<file path="src/rtl/stereo_sync_ctrl.sv">
// Stereo camera sync controller: resets both cameras, waits for a common frame
// start, streams coordinated pixel pairs and forces a resync on any mismatch.
module stereo_sync_ctrl #(
  parameter int RST_CYCLES = 4,
  parameter int TIMEOUT    = 1000000,
  parameter int DATA_W     = 10
) (
  input  logic              clock,
  input  logic              reset,
  output logic              cam_lreset,
  output logic              cam_rreset,
  input  logic [DATA_W-1:0] loGray,
  input  logic [DATA_W-1:0] roGray,
  input  logic              llineClock,
  input  logic              rlineClock,
  input  logic              lframeClock,
  input  logic              rframeClock,
  output logic [DATA_W-1:0] l_pix,
  output logic [DATA_W-1:0] r_pix,
  output logic              pix_valid,
  output logic [9:0]        col,
  output logic [9:0]        row,
  output logic              frame_start,
  output logic              locked,
  output logic              timeout_err,
  output logic [7:0]        resync_count
);

  typedef enum logic [1:0] {
    S_RESET_CAMS,
    S_WAIT_FRAME,
    S_STREAM,
    S_RESYNC
  } state_t;

  localparam logic [7:0]  RST_LAST = 8'(RST_CYCLES - 1);
  localparam logic [19:0] TO_LAST  = 20'(TIMEOUT - 1);

  state_t      state;
  state_t      state_nxt;
  logic [7:0]  rst_cnt;
  logic [19:0] to_cnt;
  logic        lframe_p1;
  logic        rframe_p1;
  logic        lline_p1;
  logic        line_first;
  logic        l_rise;
  logic        r_rise;
  logic        l_fall;
  logic        mismatch;
  logic        pair_ok;

  function automatic logic [9:0] sat_inc10(input logic [9:0] v);
    return (v == 10'h3FF) ? v : v + 10'd1;
  endfunction

  function automatic logic [7:0] sat_inc8(input logic [7:0] v);
    return (v == 8'hFF) ? v : v + 8'd1;
  endfunction

  assign l_rise   = lframeClock & ~lframe_p1;
  assign r_rise   = rframeClock & ~rframe_p1;
  assign l_fall   = ~llineClock & lline_p1;
  assign mismatch = (llineClock != rlineClock) | (lframeClock != rframeClock);
  assign pair_ok  = (state == S_STREAM) & llineClock & rlineClock &
                    lframeClock & rframeClock;

  always_ff @(posedge clock or negedge reset) begin
    if (!reset) state <= S_RESET_CAMS;
    else        state <= state_nxt;
  end

  always_comb begin
    state_nxt = state;
    case (state)
      S_RESET_CAMS: if (rst_cnt == RST_LAST) state_nxt = S_WAIT_FRAME;
      S_WAIT_FRAME: begin
        if (l_rise && r_rise)       state_nxt = S_STREAM;
        else if (l_rise || r_rise)  state_nxt = S_RESYNC;
        else if (to_cnt == TO_LAST) state_nxt = S_RESET_CAMS;
      end
      S_STREAM:     if (mismatch) state_nxt = S_RESYNC;
      S_RESYNC:     state_nxt = S_RESET_CAMS;
      default:      state_nxt = S_RESET_CAMS;
    endcase
  end

  always_comb begin
    cam_lreset = (state == S_RESET_CAMS);
    cam_rreset = (state == S_RESET_CAMS);
    locked     = (state == S_STREAM);
  end

  // p1: one-cycle history of frame/line levels plus sequencing counters
  always_ff @(posedge clock or negedge reset) begin
    if (!reset) begin
      lframe_p1    <= 1'b0;
      rframe_p1    <= 1'b0;
      lline_p1     <= 1'b0;
      rst_cnt      <= 8'd0;
      to_cnt       <= 20'd0;
      timeout_err  <= 1'b0;
      resync_count <= 8'd0;
    end else begin
      lframe_p1 <= lframeClock;
      rframe_p1 <= rframeClock;
      lline_p1  <= llineClock;
      rst_cnt   <= (state == S_RESET_CAMS && rst_cnt != RST_LAST) ? rst_cnt + 8'd1 : 8'd0;
      to_cnt    <= (state == S_WAIT_FRAME) ? to_cnt + 20'd1 : 20'd0;
      // Sticky: only a full reset clears a timeout indication
      if (state == S_WAIT_FRAME && state_nxt == S_RESET_CAMS) timeout_err <= 1'b1;
      if (state == S_RESYNC) resync_count <= sat_inc8(resync_count);
    end
  end

  // p1: registered pixel pair and its coordinates
  always_ff @(posedge clock or negedge reset) begin
    if (!reset) begin
      pix_valid   <= 1'b0;
      frame_start <= 1'b0;
      l_pix       <= '0;
      r_pix       <= '0;
      col         <= 10'd0;
      row         <= 10'd0;
      line_first  <= 1'b0;
    end else begin
      pix_valid   <= pair_ok;
      frame_start <= pair_ok & line_first & (row == 10'd0);
      if (pair_ok) begin
        l_pix      <= loGray;
        r_pix      <= roGray;
        col        <= line_first ? 10'd0 : sat_inc10(col);
        line_first <= 1'b0;
      end
      if (state == S_WAIT_FRAME && state_nxt == S_STREAM) begin
        row        <= 10'd0;
        line_first <= 1'b1;
      end else if (state == S_STREAM && l_fall) begin
        row        <= sat_inc10(row);
        line_first <= 1'b1;
      end
    end
  end

endmodule

</file>
<file path="config.mk">
export PLATFORM = sky130hd
export DESIGN_NAME = stereo_sync_ctrl
export DESIGN_NICKNAME = d
export VERILOG_FILES = /design/src/rtl/stereo_sync_ctrl.sv
export SDC_FILE = /design/constraint.sdc
export NUM_CORES = 1
export LEC_CHECK = 0
export CORE_MARGIN = 2
export CORE_UTILIZATION = 48
export CTS_BUF_LIST = sky130_fd_sc_hd__clkbuf_4
export CTS_CLUSTER_SIZE = 40
export DETAILED_ROUTE_END_ITERATION = 8
export GPL_TIMING_DRIVEN = 1
export PLACE_DENSITY = 0.77
export SLEW_MARGIN = 20
export SYNTH_ARGS = -nofsm -noshare
export SYNTH_HDL_FRONTEND = slang
export SYNTH_SLANG_ARGS = --single-unit
export TNS_END_PERCENT = 20
</file>
<file path="constraint.sdc">
create_clock -name clock -period 1.7 [get_ports clock]
set_clock_uncertainty 0.05 [all_clocks]
set_input_delay 0.51 -clock clock [delete_from_list [all_inputs] [get_ports clock]]
set_output_delay 0.51 -clock clock [all_outputs]
set_load 0.02 [all_outputs]
</file>
# Word level (Yosys, flattened, before mapping)
# Index checks and enable logic that the tools add are counted.
# word_totals
input_bits	26
ff_bits	85
wordCells	78
# op_classes
n_mux	16
eq_ne	14
reduce_logical	14
n_bitwise	14
n_addsub	5
# ops
cell	n
10-bit 2-to-1 mux	5
10-bit by 1-bit adder with 10-bit output (second input constant)	2
20-bit by 1-bit adder with 20-bit output (second input constant)	1
10-bit equality test (second input constant)	2
20-bit equality test (second input constant)	1
20-bit 2-to-1 mux	1
8-bit by 1-bit adder with 8-bit output (second input constant)	2
10-bit zero test	1
2-bit 2-to-1 mux	5
1-bit bitwise AND	9
8-bit by 2-bit equality test with 1-bit output (second input constant)	1
8-bit equality test (second input constant)	1
8-bit 2-to-1 mux	1
8-bit by 2-bit != test with 1-bit output (second input constant)	1
2-bit one-hot mux with 4 select lines	1
2-bit equality test (second input constant)	3
2-bit AND reduction	3
1-bit logical AND	5
2-bit zero test	2
2-bit != test (second input constant)	2
1-bit NOT	4
1-bit 2-to-1 mux	3
3-bit nonzero test	1
2-bit by 1-bit equality test with 1-bit output (second input constant)	1
4 further kinds	5

# Logic depth before layout (Yosys ltp)
# depth
word_depth	10
ltp_mapped	7
depth_no_buf	6

# Least setup slack after synthesis
# OpenSTA, ideal clock, no wires.
# synth_timing
kind	flip-flop to flip-flop
from	register resync_count[0]
to	register resync_count[1]
stages_incl_launch_ff	5
setup_slack_ns	-0.218
arrival_time_ns	1.743
synth_period_minus_slack_ns	1.918
setup_time_ns	0.125
required_ns	1.525
cell_sequence	dfrtp_1 > ha_1 > and3_1 > a31oi_1 > mux2_2
# synth_between
elab_chain_len	3
# synth_lines
element	line_no	rtl
start, declared	26	output logic [7:0] resync_count
start signal, assigned	112	if (state == S_RESYNC) resync_count <= sat_inc8(resync_count);
parallel branches: the longest is 3 deep, another holds 8-bit by 1-bit adder with 8-bit output	-	
# Parallel ways; which one is timed is not known.
# A chain may end at the register's enable or synchronous reset.

# Worst setup path in the final report
# layout_timing
from	register to_cnt[0]
to	register to_cnt[14]
# layout_between
elab_chain_len	2
# layout_lines
element	line_no	rtl
start, declared	42	logic [19:0] to_cnt;
start signal, assigned	109	to_cnt <= (state == S_WAIT_FRAME) ? to_cnt + 20'd1 : 20'd0;
20-bit by 1-bit adder with 20-bit output	109	
20-bit 2-to-1 mux	109	
# No other way between the ends.

==> impl_metrics.csv <==
group,metric,value,unit
run_status,outcome,"complete, but fails checks",
run_status,failed_checks,"setup timing",
placed_design,port-buffer-count,79,
clock_tree,clock_path_buffers,2,
synth,yosys.cell_count.top_type,"dfrtp_1",
worst_hold_path,hp-class,"input pin to flop",
synth,ys_ff_latch,85,
layout,areaGrowthSynthToFinish,42.9,%
power_and_ir_drop,leakagePower,2.83,nW
die,die_w,95.3,um
layout,nets,599,
timing,setup_viol,17,
timing,max_freq,539,MHz
timing,report.final.hold_viol_count,0,
flow_run,maxCapViolations,0,
clock_tree,cts_sinks,85,
synth,ys.flop_type,"dfrtp_1",
synth,synth_nets,438,
timing,maxSlewViolCount,0,
placed_design,gp_congestion,0.868,
detailed_routing,firstDrtPassIters,4,
clock_tree,cts_made_buffers,9,
die,die_h,95.3,um
die,rows,33,
grt,grt_max_degree,30,
timing,finalCriticalPeriod,1.86,ns
worst_setup_path,cp-start-kind,"flop",
layout,final_area,0.00572,mm2
detailed_routing,vias_per_cell,5.40,
worst_setup_path,timing.rr.start,"to_cnt[0]",
synth,synth_edf_count,0,
detailed_routing,ant_nets,0,
clock_tree,cts_tree,"done",
synth,synth.top_cell.area_share,53.2,%
worst_setup_path,crit_start,"to_cnt[0]",
layout,finish.utilization,70.3,%
synth,ys_async_sr_fraction,100,%
worst_setup_path,worst-path-max-fanout,6,
layout,drive_gt1_share,32.9,%
die,coreArea,0.00813,mm2
worst_setup_path,r2r_slack,-0.16,ns
timing,timing.final.crit_share,109,%
timing,rsz0062_at_grt,"true",
detailed_routing,wl_per_cell,15.1,um
detailed_routing,finalWirelength,10200,um
die,initial_core_util,49.2,%
grt,globalRouteOverflowTotal,0,
layout,antenna_cells,0,
synth,yosysSeqAreaShare,53.2,%
placed_design,dp_hpwl,7030,um
grt,grt_pass1_vias,3618,
synth,ys.warnings.count,0,
clock_tree,htreeDepth,3,
synth,synth_area_leaders,"dfrtp_1, nand2_1, xnor2_1, nor2_1, xor2_1",
detailed_routing,drtIter0Drc,114,
synth,syn_inst,406,
worst_setup_path,path_class,"flop to flop",
timing,slew_headroom,75.3,%
worst_setup_path,endpoint,"to_cnt[14]",
die,io_pins,80,
detailed_routing,drc,0,
synth,synth_area_leader_cell,"dfrtp_1",
synth,ys_types,54,
layout,fill_cells,611,
detailed_routing,via_count,3651,
grt,antenna_found_initial,0,
worst_setup_path,ff2ff_path_depth,5,
synth,synth_common_cells,"dfrtp_1, nand2_1, nor2_1",
die,die_area,0.00908,mm2
worst_setup_path,cp.required,2.02,ns
synth,synthesis.area,0.00400,mm2
grt,grt_usage,23.6,%
power_and_ir_drop,power_density,1080,mW/mm2
power_and_ir_drop,worst_ir_drop_vdd,698,uV
timing,fin_setup_tns,-1.51,ns
timing,tightest_slew,0.365,ns
clock_tree,cts_root_buffer,"clkbuf_4",
clock_tree,clk_pin_slew,0.14,ns
timing,worst_slack,-0.156,ns
placed_design,place_area,0.00541,mm2
worst_setup_path,cp-end-kind,"flop",
grt,grt_pass1_wl,16800,um
worst_setup_path,arrival,2.18,ns
clock_tree,clk_latency,0.44,ns
worst_setup_path,r2r_end,"to_cnt[14]",
synth,avgSynthCellArea,9.86,um2
-- repair_timing --
item                                    CTS  global route
gates cloned                              0             1
setup buffers                            11             8
endpoints found under the setup margin   99            57
hold endpoints to repair                 19             0
hold buffers                              1             0
pin swaps                                11            15
resized for setup                       206            52
-- metrics by stage --
step | hold slack, ns | setup slack, ns | total power, mW | cells
floorplan | 0.164 | -0.0888 | 3.67 | 406
global placement | 0.375 | -0.613 | 4.79 | 641
detailed placement | 0.378 | -0.659 | 4.87 | 641
CTS | 0.382 | -0.152 | 6.15 | 668
global route | 0.387 | -0.216 | 6.56 | 676
finish | 0.391 | -0.156 | 6.20 | 676
-- worst max-delay path, stage by stage (launching register included) --
cell     delay [ns]
dfrtp_1        0.41
ha_4           0.16
nand4_4        0.10
or4_4          0.59
or3_4          0.35
a21oi_2        0.12
-- how the worst min path moves through the flow --
stage / startpoint / to / slack [ns] / cells past startpoint
floorplan: reset / col[0] / 0.16 / 0
global placement: reset / row[1] / 0.38 / 1
detailed placement: reset / row[0] / 0.38 / 1
CTS: rframeClock / rframe_p1 / 0.38 / 1
global route: rframeClock / rframe_p1 / 0.39 / 1
finish: rframeClock / rframe_p1 / 0.39 / 1
-- layout make-up --
class / count / area, um2 / share of cell area (%)
repair buffers: 161 / 1320 / 23.2
clock buffers: 10 / 75.1 / 1.31
inverters: 13 / 51.3 / 0.897
multi-input cells: 297 / 1930 / 33.7
clock inverters: 5 / 76.3 / 1.33
flip-flops and latches: 85 / 2130 / 37.3
well taps: 105 / 131 / 2.30
-- cell usage in the layout, fill, tap and decap left out, types with 3 or more instances in the layout --
cell type,n
nand2_1,82
dfrtp_1,81
buf_4,68
nor2_1,29
buf_2,27
clkdlybuf4s50_1,20
buf_6,18
xnor2_1,16
and3_1,13
nand3_1,13
nand4_1,12
xor2_1,12
clkdlybuf4s15_2,12
inv_1,11
o21ai_0,10
a21oi_1,10
clkbuf_4,10
clkbuf_2,8
or3_1,6
nor3_1,6
and2_1,6
nand2b_1,5
nor4_1,5
or4_4,4
a21oi_2,4
dfrtp_2,4
dlygate4sd2_1,4
o31ai_1,3
a31oi_1,3
a41o_1,3
o21a_1,3
ha_1,3
-- kinds of logic (layout without fill, tap and decap cells) --
group / count (synthesis) / after routing / synth area share, %
buffers and inverters: 24 / 189 / 2.44
flip-flops: 85 / 85 / 53.2
adder cells (fa/ha/maj): 6 / 6 / 1.88
AO/OA/AOI/OAI: 51 / 51 / 8.57
AND/OR/NAND/NOR: 209 / 209 / 27.0
XOR/XNOR: 28 / 28 / 6.13
multiplexers: 3 / 3 / 0.782
-- per-layer routing --
metal	wire (um)	vias to the layer above	global-route usage (%)	share of wire, %
li1	-	1745	-	-
met4	160	0	6.76	1.6
met5	0	-	0	0
met1	4600	1796	31.1	45
met3	576	19	6.56	5.6
met2	4870	91	38.2	48
-- power breakdown --
part	leakage, nW	switching (mW)	internal [mW]	total, mW
Sequential	1.14	0.263	2.35	2.61
Clock	0.0799	0.701	0.599	1.30
Combinational	1.62	1.23	1.05	2.28
Total	2.83	2.19	4.00	6.20
-- registers in the layout (all words and copies together) (netlist names) --
register and cells:
resync_count 8, timeout_err 1, col 10, l_pix 10, state 2, frame_start 1
line_first 1, lline_p1 1, lframe_p1 1, pix_valid 1, to_cnt 20, row 10
rst_cnt 8, rframe_p1 1, r_pix 10
Note: power is estimated with default switching activity, not from simulation.
